File: config.mk
export PLATFORM = sky130hd
export DESIGN_NAME = rr_arbiter4
export DESIGN_NICKNAME = d
export VERILOG_FILES = /design/src/rtl/arb_pkg.sv /design/src/rtl/rr_pick4.sv /design/src/rtl/rr_arbiter4.sv
export SDC_FILE = /design/constraint.sdc
export NUM_CORES = 1
export LEC_CHECK = 0
export ABC_AREA = 1
export CORE_MARGIN = 4
export CORE_UTILIZATION = 59
export DETAILED_ROUTE_END_ITERATION = 16
export PLACE_DENSITY = 0.81
export SYNTH_ARGS = -nofsm -noshare
export SYNTH_HDL_FRONTEND = slang
export SYNTH_HIERARCHICAL = 1
export SYNTH_SLANG_ARGS = --single-unit
File: constraint.sdc
create_clock -name clk -period 4.3 [get_ports clk]
set_input_delay 0.86 -clock clk [delete_from_list [all_inputs] [get_ports clk]]
set_output_delay 0.86 -clock clk [all_outputs]
set_load 0.02 [all_outputs]
File: src/rtl/arb_pkg.sv
// Shared types and constants for the four-way round-robin arbiter.
package arb_pkg;

  localparam int N_REQ = 4;
  localparam int IDX_W = 2;
  localparam int CNT_W = 8;
  localparam int MAX_HOLD_DEF = 16;

  typedef enum logic {
    IDLE  = 1'b0,
    GRANT = 1'b1
  } arb_state_t;

  typedef logic [IDX_W-1:0] idx_t;
  typedef logic [N_REQ-1:0] vec_t;

endpackage

File: src/rtl/rr_pick4.sv
// Combinational round-robin pick: rotate requests so ptr lands on bit 0,
// take the lowest set bit, then rotate the winner back into place.
module rr_pick4
  import arb_pkg::*;
(
  input  logic [N_REQ-1:0] req,
  input  logic [IDX_W-1:0] ptr,
  output logic             any,
  output logic [IDX_W-1:0] win_idx,
  output logic [N_REQ-1:0] win_onehot
);

  logic [N_REQ-1:0] rot;
  logic [IDX_W-1:0] sel;

  always_comb begin
    rot = '0;
    for (int i = 0; i < N_REQ; i++) begin
      rot[i] = req[IDX_W'(i) + ptr];
    end
  end

  // Scan from the top down so the lowest set bit wins.
  always_comb begin
    sel = '0;
    for (int i = N_REQ - 1; i >= 0; i--) begin
      if (rot[i]) sel = IDX_W'(i);
    end
  end

  assign any        = |req;
  assign win_idx    = sel + ptr;
  assign win_onehot = any ? (4'b0001 << win_idx) : 4'b0000;

endmodule

File: src/rtl/rr_arbiter4.sv
// Round-robin arbiter for four requesters with owner release and a hold
// timeout that force-releases a grant after MAX_HOLD cycles.
//
//   state | meaning
//   IDLE  | no owner; issues a grant when en=1 and any req is set
//   GRANT | one owner holds gnt until done, request drop or hold timeout
module rr_arbiter4
  import arb_pkg::*;
#(
  parameter int MAX_HOLD = MAX_HOLD_DEF
) (
  input  logic             clk,
  input  logic             rst,
  input  logic             en,
  input  logic [N_REQ-1:0] req,
  input  logic             done,
  output logic [N_REQ-1:0] gnt,
  output logic [IDX_W-1:0] gnt_idx,
  output logic             gnt_valid,
  output logic             timeout
);

  localparam logic [CNT_W-1:0] HOLD_LAST = CNT_W'(MAX_HOLD - 1);

  arb_state_t       state;
  logic [IDX_W-1:0] ptr;
  logic [CNT_W-1:0] hold_cnt;

  logic             any;
  logic [IDX_W-1:0] win_idx;
  logic [N_REQ-1:0] win_onehot;

  logic owner_rel;
  logic hold_hit;

  rr_pick4 u_pick (
    .req        (req),
    .ptr        (ptr),
    .any        (any),
    .win_idx    (win_idx),
    .win_onehot (win_onehot)
  );

  assign owner_rel = done || !req[gnt_idx];
  assign hold_hit  = (hold_cnt == HOLD_LAST);
  assign gnt_valid = |gnt;

  always_ff @(posedge clk) begin
    if (rst) begin
      state    <= IDLE;
      ptr      <= '0;
      gnt      <= '0;
      gnt_idx  <= '0;
      timeout  <= 1'b0;
      hold_cnt <= '0;
    end else begin
      timeout <= 1'b0;
      case (state)
        IDLE: begin
          if (en && any) begin
            state    <= GRANT;
            gnt      <= win_onehot;
            gnt_idx  <= win_idx;
            hold_cnt <= '0;
          end
        end
        GRANT: begin
          if (owner_rel || hold_hit) begin
            state    <= IDLE;
            gnt      <= '0;
            ptr      <= gnt_idx + 1'b1;
            hold_cnt <= '0;
            // A timeout is only reported when the owner had not let go itself.
            timeout  <= hold_hit && !owner_rel;
          end else begin
            hold_cnt <= hold_cnt + 1'b1;
          end
        end
        default: state <= IDLE;
      endcase
    end
  end

endmodule

=== Word level (Yosys, flattened, before mapping) ===
Cells that the tools add are included.
W data, S select, Z words.

* Output and inout bits: 8
* Input bits: 8
* Word-level logic and storage cells: 59
* Register bits after elaboration: 18

* Mux-type cells: 24
* $add $sub $neg: 6
* Eq/ne operators: 3
* Order comparisons: 5
* Shifts and indexed selects: 1
* Reductions and logical operators: 12
* Bitwise operators: 2

{| class="wikitable"
|+ Operator list
! cell !! number
|-
| $mux W8 || 2
|-
| $pmux W8 S2 || 1
|-
| $lt A2 B3 Y1 const B || 5
|-
| $mux W4 || 3
|-
| $bmux W1 S2 || 5
|-
| $add A8 B1 Y8 const B || 1
|-
| $eq A8 B4 Y1 const B || 1
|-
| $mux W2 || 4
|-
| $pmux W4 S2 || 1
|-
| $reduce_or A4 Y1 || 2
|-
| $mux W1 || 7
|-
| $reduce_and A2 Y1 || 3
|-
| $add A2 B2 Y2 const A || 2
|-
| $shl A1 B2 Y4 const A || 1
|-
| $reduce_or A3 Y1 || 1
|-
| $add A1 B2 Y2 const A || 1
|-
| $add A2 B1 Y2 const B || 1
|-
| $add A2 B2 Y2 || 1
|-
| $logic_and A1 B1 Y1 || 2
|-
| $logic_not A1 Y1 || 2
|-
| $logic_or A1 B1 Y1 || 2
|-
| $ne A2 B1 Y1 const B || 1
|-
| $ne A2 B2 Y1 const B || 1
|-
| $not A1 Y1 || 2
|-
| $pmux W1 S2 || 1
|}

=== Logic depth before layout (Yosys ltp) ===
Gate-level depths: netlist (run 1).

* Depth after elaboration: 12
* Depth in mapped cells: 16
* Depth with buffers taken out: 15

=== Cells and area by module ===
Netlist (run 1), hierarchy kept.

{| class="wikitable"
|+ Modules (own cells, without submodules)
! module !! seq. area each (um^2) !! times used !! cells each !! area each (um^2)
|-
| rr_arbiter4 || 360.3 || 1 || 126 || 950.9
|-
| rr_pick4 || 0.0 || 1 || 62 || 322.8
|}

=== Worst setup path after synthesis (run 1) ===
No wires, ideal clock.

* Kind: in2reg
* Start: input req[1]
* End: register gnt[0]
* Data arrival time: 2152 ps
* Required time: 4234 ps
* Path buffers: 0
* Library setup time: 66 ps
* Path slack: 2082 ps
* Stages on the path: 15
* Cells stage by stage: inv_1 > nand2_1 > nand2_1 > nand2_1 > nand2_1 > a31oi_1 > nor2_1 > ha_1 > xnor2_1 > inv_1 > nand2_4 > nand2_2 > nor2_1 > nand2_1 > a21oi_2

* Cells in the longest elaborated chain, start to end: 11
* Elaborated cells on any way between the ends: 27
* Classes of those cells: add/sub: 1; eq/ne: 2; shift: 1; mux: 17; reduce/logical: 6

{| class="wikitable"
|+ RTL lines
! what !! line !! RTL
|-
| start, declared || rr_arbiter4.sv:15 || <nowiki>input logic [N_REQ-1:0] req,</nowiki>
|-
| $bmux W1 S2 || rr_pick4.sv:19 || <nowiki>rot[i] = req[IDX_W'(i) + ptr];</nowiki>
|-
| $mux W1 (implied by the code) || rr_pick4.sv:19 ||
|-
| $mux W2 (3 in series) || rr_pick4.sv:27 || <nowiki>if (rot[i]) sel = IDX_W'(i);</nowiki>
|-
| $mux W2 (*) || rr_pick4.sv:27 ||
|-
| $add A2 B2 Y2 (*) || rr_pick4.sv:32 || <nowiki>assign win_idx = sel + ptr;</nowiki>
|-
| named net win_idx[1] || rr_arbiter4.sv:30 || <nowiki>logic [IDX_W-1:0] win_idx;</nowiki>
|-
| $shl A1 B2 Y4 (*) || rr_pick4.sv:33 || <nowiki>assign win_onehot = any ? (4'b0001 << win_idx) : 4'b0000;</nowiki>
|-
| $mux W4 (*) || rr_pick4.sv:33 ||
|-
| named net win_onehot[0] || rr_arbiter4.sv:31 || <nowiki>logic [N_REQ-1:0] win_onehot;</nowiki>
|-
| $mux W4 (*) || rr_arbiter4.sv:60 || <nowiki>if (en && any) begin</nowiki>
|-
| $pmux W4 S2 (*) || rr_arbiter4.sv:58 || <nowiki>case (state)</nowiki>
|-
| end signal, assigned || rr_arbiter4.sv:62 || <nowiki>gnt <= win_onehot;</nowiki>
|-
| end, declared || rr_arbiter4.sv:17 || <nowiki>output logic [N_REQ-1:0] gnt,</nowiki>
|}

Mark *: on every way through the listed nets, which the timed path passes. The rest lies on a longest branch. The select of a mux whose other input is x is not followed.
A chain may end at the register's enable or synchronous reset.

=== Worst setup path in the final report (run 1) ===
Ends and elaborated chain as after synthesis.

==> out/metrics.yaml, run 1 <==
status: "complete, no violations"
min_from: "gnt[3]$_SDFFE_PP0P_"
die_w_um: 54.47
drt_iter0_drc: 41
synthToLayoutAreaGrowth_pct: 15.42
p_per_area_nw_per_um2: 301.3
drive_gt1_share_pct: 20.10
ir_drop_mv: 0.3143
dr.pass1.iters: 4
synth-simple-area-share_pct: 46.27
setup_violations: 0
crit_path_end_kind: "register"
tightest_slew_ps: 509.3
antenna_found_initial: 0
overflow: 0
cp_max_fo: 3
timing.rr.end: "gnt[0]$_SDFFE_PP0P_"
utilization_pct: 73.44
wire_per_inst_um: 11.56
postSynthAreaPerCell_um2: 6.775
synth-compound-area-share_pct: 11.98
synth-seq-cells: 18
grt_pass1_vias: 1107
vias: 1204
synth-edff-count: 0
leakagePower_nw: 0.6252
totalWireLength_um: 2671
post_cts_buffers: 0
clock_skew_ps: 2.220
dpl.cell_count: 227
fill_cells: 158
slew_headroom_pct: 66.00
synth_warnings: 6
rows: 16
die_area_um2: 2966
synth-xor-area-share_pct: 1.375
fp.dieH_um: 54.47
routabilityCongestion: 0.7904
drv_cap: 0
root_buffer: "clkbuf_4"
synth-adder-area-share_pct: 1.965
post_cts_resize_count: 0
ys_seq_area_share_pct: 28.29
fin_setup_tns_ps: 0
final_cells: 231
nets: 215
r2r_slack_ps: 2030
routed_via_density: 5.212
io_buffer_count: 15
dp_hpwl_um: 2080
ant_nets: 0
syn_nets: 198
start_util_pct: 63.63
synth_cell_types: 30
power_mw: 0.4430
r2r_start: "ptr[0]$_SDFFE_PP0P_"
critPathLaunchType: "input pin"
netlist_instances: 188
mostFrequentLayoutCell: "nand2_1"
cts_made_buffers: 3
final_cell_mix: "nand2_1 (53), inv_1 (21), nor2_1 (19)"
grt_pass1_wl_um: 4643
grt_max_degree: 12
cp.required_ps: 4530
synthesis.area_um2: 1274
clock_sinks: 18
clk_latency_ps: 290
core-area_um2: 2002
min_to: "gnt[3]$_SDFFE_PP0P_"
reg2reg_depth: 15
hold_buffers: 0
synth_top_family_by_area: "simple AND/OR/NAND/NOR gates"
io_pins: 16
cts_htree_levels: 1
path_clk_slew_ps: 100
synth_mux_area_share_pct: 0
fin_crit_ps: 2657
synthArstFlopShare_pct: 0
finalCritPeriodShare_pct: 61.79
path_class: "input pin to register"
slew_violations: 0
cts_tree: "built"
worstHoldPathType: "register to register"
max_freq_mhz: 376.4
ys.flop_type: "dfxtp_1"
diodes: 0
clockBufferDepth: 2
grt.total_usage_pct: 21.13
post-route-drc-count: 0
hold_depth: 2
rsz0062_at_grt: "no"
hold_viol_final: 0
arrival_ps: 2890
whs_ps: 497.5
==> metrics by stage <==
stage          setup WS (ps)  area, µm²
2_1_floorplan           2082       1274
6_report                1643       1470
4_1_cts                 1640       1470
5_1_grt                 1382       1470
3_5_place_dp            1337       1434
3_3_place_gp            1414       1434
==> flip-flops by register name (all words and copies together), names as in the netlist <==
register / cells
gnt: 4
timeout: 1
ptr: 2
hold_cnt: 8
state: 1
gnt_idx: 2
==> critical path: stages <==
cell and delay, ps:
clkdlybuf4s50_1 500, inv_1 90, nand2_1 80, nand2_1 60, nand2_1 50, nand2_1 80
a31oi_1 130, nor2_1 60, ha_1 180, xnor2_1 240, inv_1 110, nand2_4 90
nand2_2 60, nor2_1 90, nand2_1 80, a21oi_2 130
==> cell type report <==
cell class	instances	area, µm²	area share, %
clock buffer	4	36.28	2.468
inverter	26	105.1	7.149
multi-input combinational	141	784.5	53.36
sequential	18	360.3	24.51
tap	27	33.78	2.298
timing repair buffer	15	150.1	10.21
==> worst max path at each step <==
stage | endpoint | slack, ps | cells past startpoint | start
global route | gnt[1]$_SDFFE_PP0P_ | 1380 | 16 | req[1]
global placement | gnt[0]$_SDFFE_PP0P_ | 1410 | 16 | req[1]
floorplan | gnt[0]$_SDFFE_PP0P_ | 2080 | 15 | req[1]
detailed placement | gnt[0]$_SDFFE_PP0P_ | 1340 | 16 | req[1]
finish | gnt[0]$_SDFFE_PP0P_ | 1640 | 16 | req[1]
CTS | gnt[0]$_SDFFE_PP0P_ | 1640 | 16 | req[1]
==> cell usage after synthesis (2+ instances only) <==
library cell | count | area, µm²
nand2_1 | 53 | 198.9
inv_1 | 21 | 78.83
nor2_1 | 19 | 71.32
dfxtp_1 | 18 | 360.4
a21oi_1 | 11 | 55.05
nand2_2 | 11 | 68.82
nand3_1 | 8 | 40.04
nand3_2 | 7 | 70.07
o21ai_0 | 7 | 35.03
a21oi_2 | 5 | 43.79
inv_2 | 4 | 15.01
nand2_4 | 3 | 33.78
ha_1 | 2 | 25.02
nor2_4 | 2 | 22.52
nor3_2 | 2 | 20.02
==> where the power goes <==
group	internal (mW)	switching (mW)	total (mW)
logic	0.0604	0.0899	0.150
registers	0.175	0.0135	0.189
clock network	0.0516	0.0523	0.104
==> metal layers <==
layer / wire length (µm) / share of wire [%] / track usage [%]
met5: 0 / 0 / 0
met2: 1146 / 43 / 31.87
met1: 1360 / 51 / 30.48
met4: 13 / 0.49 / 5.394
met3: 151 / 5.7 / 4.087
==> kinds of logic (layout without fill, tap and decap cells) <==
| logic type | count (synthesis) | in the layout |
|---|---|---|
| xor+xnor | 2 | 2 |
| simple gates | 111 | 111 |
| compound gates | 26 | 26 |
| fa+ha+maj | 2 | 2 |
| flops | 18 | 18 |
| buf+inv | 29 | 45 |
Power figures use the tool's default switching activity.
==> run 2: changes to the inputs <==
- CORE_UTILIZATION: 59 -> 54
- PLACE_DENSITY: 0.81 -> 0.75
- clock period: 4.3 -> 2.5 ns (I/O delays scaled with it)
==> run 2 against run 1 <==
Sequential share of layout area shrank 0.87 points. Global-route usage down 1.8 points. Flip-flop and latch count unchanged. Wire length is 6.1% higher. Clock-buffer cell count unchanged. Clock power is 79% higher. Cell area is 3.7% higher. Combinational power up 85%. Critical path depth is 1 lower. Clock skew increased by 14 ps. Non-clock buffer count up 7. Die area increased by 7.9%.
==> out/metrics.yaml, run 2 (synthesized netlist as in run 1, its figures left out) <==
cp_slowest_stage_delay_ps: 510
ant_nets: 0
leakagePower_nw: 0.6587
ir_drop_mv: 0.4836
synthToLayoutAreaGrowth_pct: 19.65
clock_sinks: 18
vias: 1237
drt_iter0_drc: 36
switching_share_pct: 35.88
pwr-share-comb_pct: 35.2
path_clk_slew_ps: 100
critPathSlowestCell: "clkdlybuf4s50_1"
largest_reg_flops: 8
final_cells: 239
post_cts_buffers: 0
grt.total_usage_pct: 19.34
drive_gt1_share_pct: 22.75
fp.dieH_um: 56.57
cts_htree_levels: 1
clock_skew_ps: 15.92
nets: 222
clkPwrFrac_pct: 23.6
rows: 17
overflow: 0
io_pins: 16
use_met1_pct: 24.09
crit_top_cell: "nand2_1"
path_cells: "clkdlybuf4s50_1, inv_1, nand2_1, nand2_1, nand2_1, nand2_1, a31oi_1, nor2_1, ha_1, xnor2_1, inv_1, nand2_4, nand2_2, o21ai_0, a21oi_1"
grt_max_degree: 11
grt_pass1_wl_um: 4947
met2_usage_pct: 31.52
p_switching_mw: 0.2820
worstSetupStartpoint: "req[1]"
rsz0062_at_grt: "no"
fill_cells: 203
clockBufferDepth: 2
met3_usage_pct: 4.368
worstHoldPathType: "register to register"
antenna_found_initial: 0
busiest_layer: "met2"
setup_violations: 0
grt_pass1_vias: 1162
top_register: "hold_cnt"
tightest_slew_ps: 479.3
dp_hpwl_um: 2223
die_w_um: 56.57
post_cts_resize_count: 0
totalWireLength_um: 2833
cts_tree: "built"
arrival_ps: 2490
fin_crit_ps: 2320
routed_via_density: 5.176
crit_path_end_kind: "register"
cts_made_buffers: 3
r2r_start: "ptr[0]$_SDFFE_PP0P_"
root_buffer: "clkbuf_4"
post-route-drc-count: 0
largestRegisters: "hold_cnt: 8 flops, gnt: 4 flops"
crit_buf_inv: 3
clk_latency_ps: 310
cp_max_fo: 3
die_area_um2: 3200
max_freq_mhz: 431.1
start_util_pct: 57.03
path_class: "input pin to register"
final_cell_mix: "nand2_1 (53), inv_1 (21), nor2_1 (19)"
diodes: 0
fin_setup_tns_ps: 0
core-area_um2: 2233
crit_family: "buffers and inverters"
critPathLaunchType: "input pin"
hold_buffers: 0
internal-power_mw: 0.5040
routabilityCongestion: 0.8447
wire_per_inst_um: 11.85
hold_viol_final: 0
mostFrequentLayoutCell: "nand2_1"
p_per_area_nw_per_um2: 515.8
dr.pass1.iters: 4
drv_cap: 0
slew_headroom_pct: 68.00
io_buffer_count: 15
cp.required_ps: 2670
dpl.cell_count: 235
finalCritPeriodShare_pct: 92.79
min_from: "gnt[0]$_SDFFE_PP0P_"
slew_violations: 0
power_frac_seq_pct: 41.2
status: "complete, no violations"
## run 2: changes by cell type in the layout (fill, tap and decap cells not counted), sizes merged
cell,previous run,this run
buf,0,7
## run 2: worst paths after layout
path / to / slack, ps / depth (start not counted)
hold / removal: gnt[0]$_SDFFE_PP0P_ / 500 / 2
setup / recovery: gnt_idx[1]$_SDFFE_PP0P_ / 180 / 15
hold reg to reg: gnt[0]$_SDFFE_PP0P_ / 500 / 2
setup reg to reg: gnt_idx[1]$_SDFFE_PP0P_ / 220 / 14
## run 2: power groups by stage
stage | registers [mW] | logic (mW) | clock network, mW
after CTS | 0.323 | 0.275 | 0.187
after global routing | 0.326 | 0.305 | 0.205
after detailed placement | 0.330 | 0.271 | 0
after global placement | 0.329 | 0.264 | 0
after floorplan | 0.335 | 0.184 | 0
final | 0.323 | 0.277 | 0.186
## run 2: area by class of cell
class | count | area, µm² | share of cell area [%]
sequential | 18 | 360.3 | 23.65
multi-input combinational | 141 | 784.5 | 51.48
timing repair buffer | 22 | 202.7 | 13.30
tap | 28 | 35.03 | 2.299
clock buffer | 4 | 36.28 | 2.381
inverter | 26 | 105.1 | 6.897
## run 2: layer usage
layer	vias up	share of wire (%)	routed length [µm]
li1	644	-	-
met1	551	47	1323
met2	30	46	1294
met3	12	4.6	130
met4	0	3.0	84
met5	-	0	0
## run 2: worst register-to-register path, delay by kind of cell, from the launching register on
family / cells / cell delay, ps
AO/OA/AOI/OAI: 3 / 410
adder cells (fa/ha/maj): 1 / 180
XOR/XNOR: 1 / 230
AND/OR/NAND/NOR: 7 / 480
flip-flops: 1 / 640
buffers and inverters: 2 / 180
## run 2: metrics by stage
step | setup slack, ps | hold WS, ps | instance area (µm²) | utilization, % | total power, mW
final | 180.2 | 498.4 | 1524 | 68.24 | 0.7860
after global routing | 40.04 | 519.5 | 1524 | 68.24 | 0.8356
after CTS | 195.8 | 499.1 | 1524 | 68.24 | 0.7854
after detailed placement | -88.81 | 481.6 | 1488 | 66.61 | 0.6006
after global placement | -28.55 | 475.0 | 1488 | 66.61 | 0.5933
after floorplan | 639.1 | 461.2 | 1274 | - | 0.5195
